### src/rtl/bsg_print_stat_fifo_pkg.sv
// Shared types for the print-stat timestamp FIFO: entry layout and occupancy states.
package bsg_print_stat_fifo_pkg;

  localparam int tag_width_lp = 32;
  localparam int ts_width_lp  = 64;

  typedef struct packed {
    logic [tag_width_lp-1:0] tag;
    logic [ts_width_lp-1:0]  timestamp;
  } print_stat_entry_s;

  typedef enum logic [1:0] {
    EMPTY   = 2'd0,
    PARTIAL = 2'd1,
    FULL    = 2'd2
  } occupancy_state_e;

endpackage

### src/rtl/bsg_print_stat_ring.sv
// Ring-buffer storage for print-stat entries: register array, write/read pointers
// wrapping modulo els_p (els_p must be a power of two).
module bsg_print_stat_ring
  import bsg_print_stat_fifo_pkg::*;
#(
  parameter int width_p = tag_width_lp + ts_width_lp,
  parameter int els_p   = 8
) (
  input  logic               clk_i,
  input  logic               reset_n_i,
  input  logic               w_v_i,
  input  logic [width_p-1:0] w_data_i,
  input  logic               yumi_i,
  output logic [width_p-1:0] r_data_o
);

  localparam int ptr_w_lp = $clog2(els_p);

  logic [width_p-1:0]  mem_q [els_p];
  logic [ptr_w_lp-1:0] wptr_q, wptr_d;
  logic [ptr_w_lp-1:0] rptr_q, rptr_d;

  // Power-of-two depth lets the pointer increment wrap on its own.
  always_comb begin
    wptr_d = wptr_q + ptr_w_lp'(w_v_i);
    rptr_d = rptr_q + ptr_w_lp'(yumi_i);
  end

  always_ff @(posedge clk_i or negedge reset_n_i) begin
    if (!reset_n_i) begin
      wptr_q <= '0;
      rptr_q <= '0;
    end else begin
      wptr_q <= wptr_d;
      rptr_q <= rptr_d;
    end
  end

  always_ff @(posedge clk_i) begin
    if (w_v_i) mem_q[wptr_q] <= w_data_i;
  end

  assign r_data_o = mem_q[rptr_q];

endmodule

### src/rtl/bsg_print_stat_timestamp_fifo.sv
// Captures print-stat events with the global cycle count into a ring buffer and
// counts drops on overflow. Optional macro BSG_PRINT_STAT_DELTA_EN stores deltas.
module bsg_print_stat_timestamp_fifo
  import bsg_print_stat_fifo_pkg::*;
#(
  parameter int data_width_p     = 32,
  parameter int ctr_width_p      = 64,
  parameter int els_p            = 8,
  parameter int drop_ctr_width_p = 16
) (
  input  logic                         clk_i,
  input  logic                         reset_n_i,
  input  logic                         print_stat_v_i,
  input  logic [data_width_p-1:0]      print_stat_tag_i,
  input  logic [ctr_width_p-1:0]       global_ctr_i,
  output logic                         v_o,
  output logic [data_width_p-1:0]      tag_o,
  output logic [ctr_width_p-1:0]       timestamp_o,
  input  logic                         yumi_i,
  output logic [$clog2(els_p+1)-1:0]   count_o,
  output logic [drop_ctr_width_p-1:0]  drop_count_o,
  output logic                         overflow_o,
  input  logic                         drop_clear_i
);

  localparam int cnt_w_lp   = $clog2(els_p+1);
  localparam int entry_w_lp = data_width_p + ctr_width_p;
  localparam logic [cnt_w_lp-1:0] els_lp = cnt_w_lp'(els_p);

  occupancy_state_e             state_q, state_d;
  logic [cnt_w_lp-1:0]          count_q, count_d;
  logic                         v_q, v_d;
  logic [drop_ctr_width_p-1:0]  drop_q, drop_d, drop_base;
  logic                         ovf_q, ovf_d;
  logic                         space, enq, deq, drop;
  logic [ctr_width_p-1:0]       stored_ts;
  logic [entry_w_lp-1:0]        w_data, r_data;

  assign deq   = yumi_i & v_q;
  assign space = (state_q != FULL) | deq;
  assign enq   = print_stat_v_i & space;
  assign drop  = print_stat_v_i & ~space;

`ifdef BSG_PRINT_STAT_DELTA_EN
  logic [ctr_width_p-1:0] last_ts_q, last_ts_d;

  always_comb begin
    last_ts_d = enq ? global_ctr_i : last_ts_q;
  end

  always_ff @(posedge clk_i or negedge reset_n_i) begin
    if (!reset_n_i) last_ts_q <= '0;
    else            last_ts_q <= last_ts_d;
  end

  assign stored_ts = global_ctr_i - last_ts_q;
`else
  assign stored_ts = global_ctr_i;
`endif

  always_comb begin
    count_d = count_q + cnt_w_lp'(enq) - cnt_w_lp'(deq);
    state_d = state_q;
    unique case (state_q)
      EMPTY:   if (enq) state_d = PARTIAL;
      PARTIAL: begin
        if (enq && !deq && count_q == els_lp - 1'b1) state_d = FULL;
        else if (deq && !enq && count_q == cnt_w_lp'(1)) state_d = EMPTY;
      end
      FULL:    if (deq && !enq) state_d = PARTIAL;
      default: state_d = EMPTY;
    endcase
    v_d = (state_d != EMPTY);
  end

  // Clear takes effect before a same-cycle drop is counted.
  always_comb begin
    drop_base = drop_clear_i ? '0 : drop_q;
    drop_d    = drop_base;
    if (drop && !(&drop_base)) drop_d = drop_base + drop_ctr_width_p'(1);
    ovf_d = (drop_clear_i ? 1'b0 : ovf_q) | drop;
  end

  always_ff @(posedge clk_i or negedge reset_n_i) begin
    if (!reset_n_i) begin
      state_q <= EMPTY;
      count_q <= '0;
      v_q     <= 1'b0;
      drop_q  <= '0;
      ovf_q   <= 1'b0;
    end else begin
      state_q <= state_d;
      count_q <= count_d;
      v_q     <= v_d;
      drop_q  <= drop_d;
      ovf_q   <= ovf_d;
    end
  end

  assign w_data = {print_stat_tag_i, stored_ts};

  bsg_print_stat_ring #(
    .width_p(entry_w_lp),
    .els_p  (els_p)
  ) ring (
    .clk_i    (clk_i),
    .reset_n_i(reset_n_i),
    .w_v_i    (enq),
    .w_data_i (w_data),
    .yumi_i   (deq),
    .r_data_o (r_data)
  );

  assign v_o          = v_q;
  assign tag_o        = r_data[entry_w_lp-1:ctr_width_p];
  assign timestamp_o  = r_data[ctr_width_p-1:0];
  assign count_o      = count_q;
  assign drop_count_o = drop_q;
  assign overflow_o   = ovf_q;

  a_yumi_needs_valid: assert property (@(posedge clk_i) disable iff (!reset_n_i) yumi_i |-> v_q);

endmodule
### config.mk
export PLATFORM = sky130hd
export DESIGN_NAME = bsg_print_stat_timestamp_fifo
export DESIGN_NICKNAME = d
export VERILOG_FILES = /design/src/rtl/bsg_print_stat_fifo_pkg.sv /design/src/rtl/bsg_print_stat_ring.sv /design/src/rtl/bsg_print_stat_timestamp_fifo.sv
export SDC_FILE = /design/constraint.sdc
export NUM_CORES = 1
export LEC_CHECK = 0
export CORE_AREA = 2 2 199 299
export CTS_CLUSTER_SIZE = 8
export DETAILED_ROUTE_END_ITERATION = 8
export DIE_AREA = 0 0 201 301
export PLACE_DENSITY = 0.83
export REMOVE_ABC_BUFFERS = 1
export SLEW_MARGIN = 30
export SYNTH_ARGS = -nofsm -noshare
export SYNTH_HDL_FRONTEND = slang
export SYNTH_SLANG_ARGS = --single-unit
### constraint.sdc
create_clock -name clk_i -period 7.7 [get_ports clk_i]
set_input_delay 1.155 -clock clk_i [delete_from_list [all_inputs] [get_ports clk_i]]
set_output_delay 1.155 -clock clk_i [all_outputs]
set_load 0.01 [all_outputs]
==> key figures <==
Flow run
  – Max-cap viol count: 0

Placed design
  – Placed wire-length estimate: around 32000 um
  – Routability congestion estimate from global placement: 0.7974
  – I/O Buffers: 218

CTS
  – TritonCTS clock tree: yes
  – Clock tree root driver cell: sky130_fd_sc_hd__clkbuf_16
  – Number of post-CTS setup repair buffers: 0
  – Gates resized, CTS repair: 0
  – Clock slew at reported path FFs: 0.05 ns
  – Clock latency on the worst-skew pair: 0.65 ns
  – Number of clock buffers inserted by TritonCTS: 109
  – Maximum number of buffers from clock root to sink: 3
  – Number of clock sinks seen by CTS: 798
  – Cts hold-fix bufs: 0
  – Count of H-tree levels built during CTS: 3

Timing
  – Worst slew slack as a fraction of its limit: 35.77%
  – Period minus WS final: 5.108 ns
  – Hold Slack: 0.5103 ns
  – Clock tree skew after final layout: roughly 0.022 ns
  – Period utilisation layout: between 60% and 70%
  – RSZ-0062 raised after global routing: false
  – Final Max Tran Viols: 0
  – Total of endpoints with negative setup slack in the final report: 0
  – Tightest Pin Transition: 0.9635 ns
  – Number of hold violations in the final report: 0
  – Timing-limited maximum frequency: just under 200 MHz

Run status
  – Outcome: complete, no violations

Final layout
  – Most common cell after layout, fill and taps aside: sky130_fd_sc_hd__edfxtp_1
  – Fraction of layout instances using a drive strength above 1: between 20% and 30%
  – Layout filler cell count: 3701
  – Most frequent cells in the layout: sky130_fd_sc_hd__edfxtp_1 (768), sky130_fd_sc_hd__clkdlybuf4s50_1 (218), sky130_fd_sc_hd__mux4_2 (192), sky130_fd_sc_hd__clkbuf_16 (112), sky130_fd_sc_hd__mux2_2 (100)
  – Area Growth Syn to Fin: 20.38%
  – Final core area utilization: 63.36%
  – Final layout net count: 1688

Yosys
  – Sequential-to-total area share from yosys stat: 78.41%
  – Netlist cell types: 41
  – Number of register bits inferred by synthesis: 798
  – Fraction of post-synthesis cell area in the top cell type by area: roughly three quarters
  – Post-synthesis cell type with the largest combined area: sky130_fd_sc_hd__edfxtp_1
  – Synth Cell Area: 30370 um^2
  – Area contributors post-synth: sky130_fd_sc_hd__edfxtp_1 (76%), sky130_fd_sc_hd__mux4_2 (14%), sky130_fd_sc_hd__mux2_2 (3.7%)
  – Synth Area per Inst: 23.76 um^2
  – Number of enable flip-flop cells after synthesis: 768
  – Share of async-settable or async-resettable flops after synthesis: 3.759%
  – Post-synthesis cell count: roughly 1300
  – Total of warnings raised by yosys: 0
  – Main synth FF type: sky130_fd_sc_hd__edfxtp_1

Worst setup path
  – Reg-to-Reg Start: state_q[1]
  – Critical Path Max Stage Delay: roughly 0.9 ns
  – Depth of the critical timing path with buffers and inverters included: 5
  – Launching element type of the critical path: flip-flop
  – Internal reg-to-reg setup slack: 4.51 ns
  – Required time worst endpoint: 6.55 ns
  – Crit-path max FO: 73
  – Capture instance of the worst register-to-register path: ring.mem_q[6][49]
  – Cell at the slowest stage of the critical path: sky130_fd_sc_hd__dfrtp_4
  – Capturing element type of the critical path: output port
  – Delay-heaviest family, CP: buffers and inverters
  – Critical setup path kind: flip-flop to output port
  – Worst Setup SP: ring.rptr_q[0]
  – Buffers & Inverters on Critical Path: 3
  – Data arrival time at the worst-slack endpoint: 3.95 ns
  – Cells on worst reg2reg path: 7
  – CP endpoint: timestamp_o[39]
  – Cells traversed along the worst timing path: buf_12 -> buf_16 -> mux4_2 -> mux2_2 -> clkdlybuf4s50_1

Route
  – WL/cell: approximately 26 um
  – Via-to-Cell Ratio: 5.870
  – Routed vias: 14020
  – DRC violations left: 0
  – Initial drt markers: ~980
  – Final wirelength: ~60000 um
  – Count of TritonRoute iterations in the first routing pass: 4
  – Antenna-violating nets left: 0

Floorplanning
  – Area of the die: 60500 um^2
  – Die outline width: about 200 um
  – Floorplan die height: 301 um
  – Effective utilization at floorplan: 52.63%
  – Floorplan Core Area: 57700 um^2
  – I/O pins: 219
  – Standard-cell rows: 108

Global route
  – Number of antenna violations at the first check in global routing: 9
  – Global Route met3 Usage: 4.675%
  – Met1 demand-to-capacity share in global routing: 25.48%
  – Largest net degree at the start of global routing: 119
  – Global-route wire length before repair: 93960 um
  – Most congested layer reported by global routing: met2
  – GR Overflow Total: 0
  – M2 GR Usage: 35.90%
  – Number of global-route vias before repair: 15450
  – GRT Util Overall: 20.91%

Worst hold path
  – Class of the most critical hold timing path: flip-flop to flip-flop

Pwr
  – Static Leak: about 12 nW
  – Maximum resistive drop on vdd: just under 0.3 mV
  – Cell area power density: 378.4 nW/um^2
per-stage QoR:
| step | TNS, ns | power [mW] | worst slack (ns) | area, um^2 | cells |
|---|---|---|---|---|---|
| 5_1_grt | 0 | 14.39 | 2.324 | 36560 | 2388 |
| 3_3_place_gp | 0 | 9.672 | 3.276 | 33540 | 2233 |
| 6_report | 0 | 13.83 | 2.592 | 36560 | 2388 |
| 2_1_floorplan | -378.11 | 8.615 | -1.742 | 30130 | 1222 |
| 4_1_cts | 0 | 14.00 | 2.548 | 36520 | 2383 |
| 3_5_place_dp | 0 | 9.748 | 3.238 | 33550 | 2233 |
synthesized netlist by cell type, types with 2 or more instances:
cell type and count:
sky130_fd_sc_hd__buf_2 20, sky130_fd_sc_hd__nand2_1 12, sky130_fd_sc_hd__and3_1 2, sky130_fd_sc_hd__edfxtp_1 768
sky130_fd_sc_hd__xor2_1 4, sky130_fd_sc_hd__xnor2_1 11, sky130_fd_sc_hd__mux2_2 100, sky130_fd_sc_hd__or2_2 4
sky130_fd_sc_hd__and4_1 2, sky130_fd_sc_hd__ha_1 11, sky130_fd_sc_hd__dfrtp_1 30, sky130_fd_sc_hd__a21oi_1 3
sky130_fd_sc_hd__o22ai_1 2, sky130_fd_sc_hd__nand3_1 8, sky130_fd_sc_hd__nand4_1 4, sky130_fd_sc_hd__nand2b_1 5
sky130_fd_sc_hd__nor3_1 4, sky130_fd_sc_hd__clkbuf_1 36, sky130_fd_sc_hd__nand3b_1 2, sky130_fd_sc_hd__nor4b_1 2
sky130_fd_sc_hd__mux4_2 192, sky130_fd_sc_hd__nor2b_1 7, sky130_fd_sc_hd__nor4_1 5, sky130_fd_sc_hd__nor2_1 15
sky130_fd_sc_hd__inv_1 13
worst register-to-register path, stage by stage (launching register included):
cell and delay (ns):
sky130_fd_sc_hd__dfrtp_1 0.39, sky130_fd_sc_hd__and2b_1 0.21, sky130_fd_sc_hd__nand2_1 0.09, sky130_fd_sc_hd__nand2_1 0.10, sky130_fd_sc_hd__or2_2 0.41, sky130_fd_sc_hd__nor2_4 0.15
sky130_fd_sc_hd__buf_4 0.63, sky130_fd_sc_hd__buf_4 0.75
routing by layer:
metal	share of wire [%]	vias to the layer above	routed length, um
met1	38	7424	23480
met4	3.2	10	1947
met2	52	505	32190
li1	-	5967	-
met3	6.1	112	3740
met5	0.11	-	69
report_power, final:
group          internal [mW]  total, mW  switching, mW
Clock                   2.59       4.19           1.60
Sequential              5.32       5.60          0.279
Combinational           2.22       4.04           1.83
state kept, by name, summed over array words and instances (netlist names):
register and count:
ring.wptr_q 3, count_o 4, overflow_o 1, ring.rptr_q 3
ring.mem_q 768, v_o 1, state_q 2, drop_count_o 16
worst min-delay path by stage:
stage | startpoint | to | slack [ns] | cells after the start
5_1_grt | ring.wptr_q[0] | ring.wptr_q[0] | 0.53 | 2
3_3_place_gp | state_q[1] | state_q[1] | 0.47 | 1
6_report | ring.wptr_q[0] | ring.wptr_q[0] | 0.51 | 2
3_5_place_dp | ring.wptr_q[0] | ring.wptr_q[0] | 0.48 | 2
4_1_cts | ring.wptr_q[0] | ring.wptr_q[0] | 0.51 | 2
2_1_floorplan | state_q[1] | state_q[0] | 0.45 | 1
logic make-up (layout without fill, tap and decap cells):
logic type                 after synthesis  in the layout  synth area share [%]
and+or+nand+nor                         81             81                 1.512
adders and majority gates               12             12                0.5191
DFF                                    798            798                 78.41
AOI/OAI and AO/OA                       11             11                0.2431
muxes                                  292            292                 17.95
other                                    0              4                     0
buffers and inverters                   69            405                0.9353
xor gates and xnor gates                15             15                0.4326
final cells by class:
cell class                 instances  area (um^2)  area share (%)
sequential                       798        23820           65.17
multi-input combinational        411         6327           17.31
clock buffer                     146         2930           8.016
timing repair buffer             242         2411           6.595
tap                              770        963.4           2.635
inverter                          13        48.80          0.1335
clock inverter                     4        42.54          0.1164
antenna                            4        10.01         0.02738
Power figures use the tool's default switching activity.
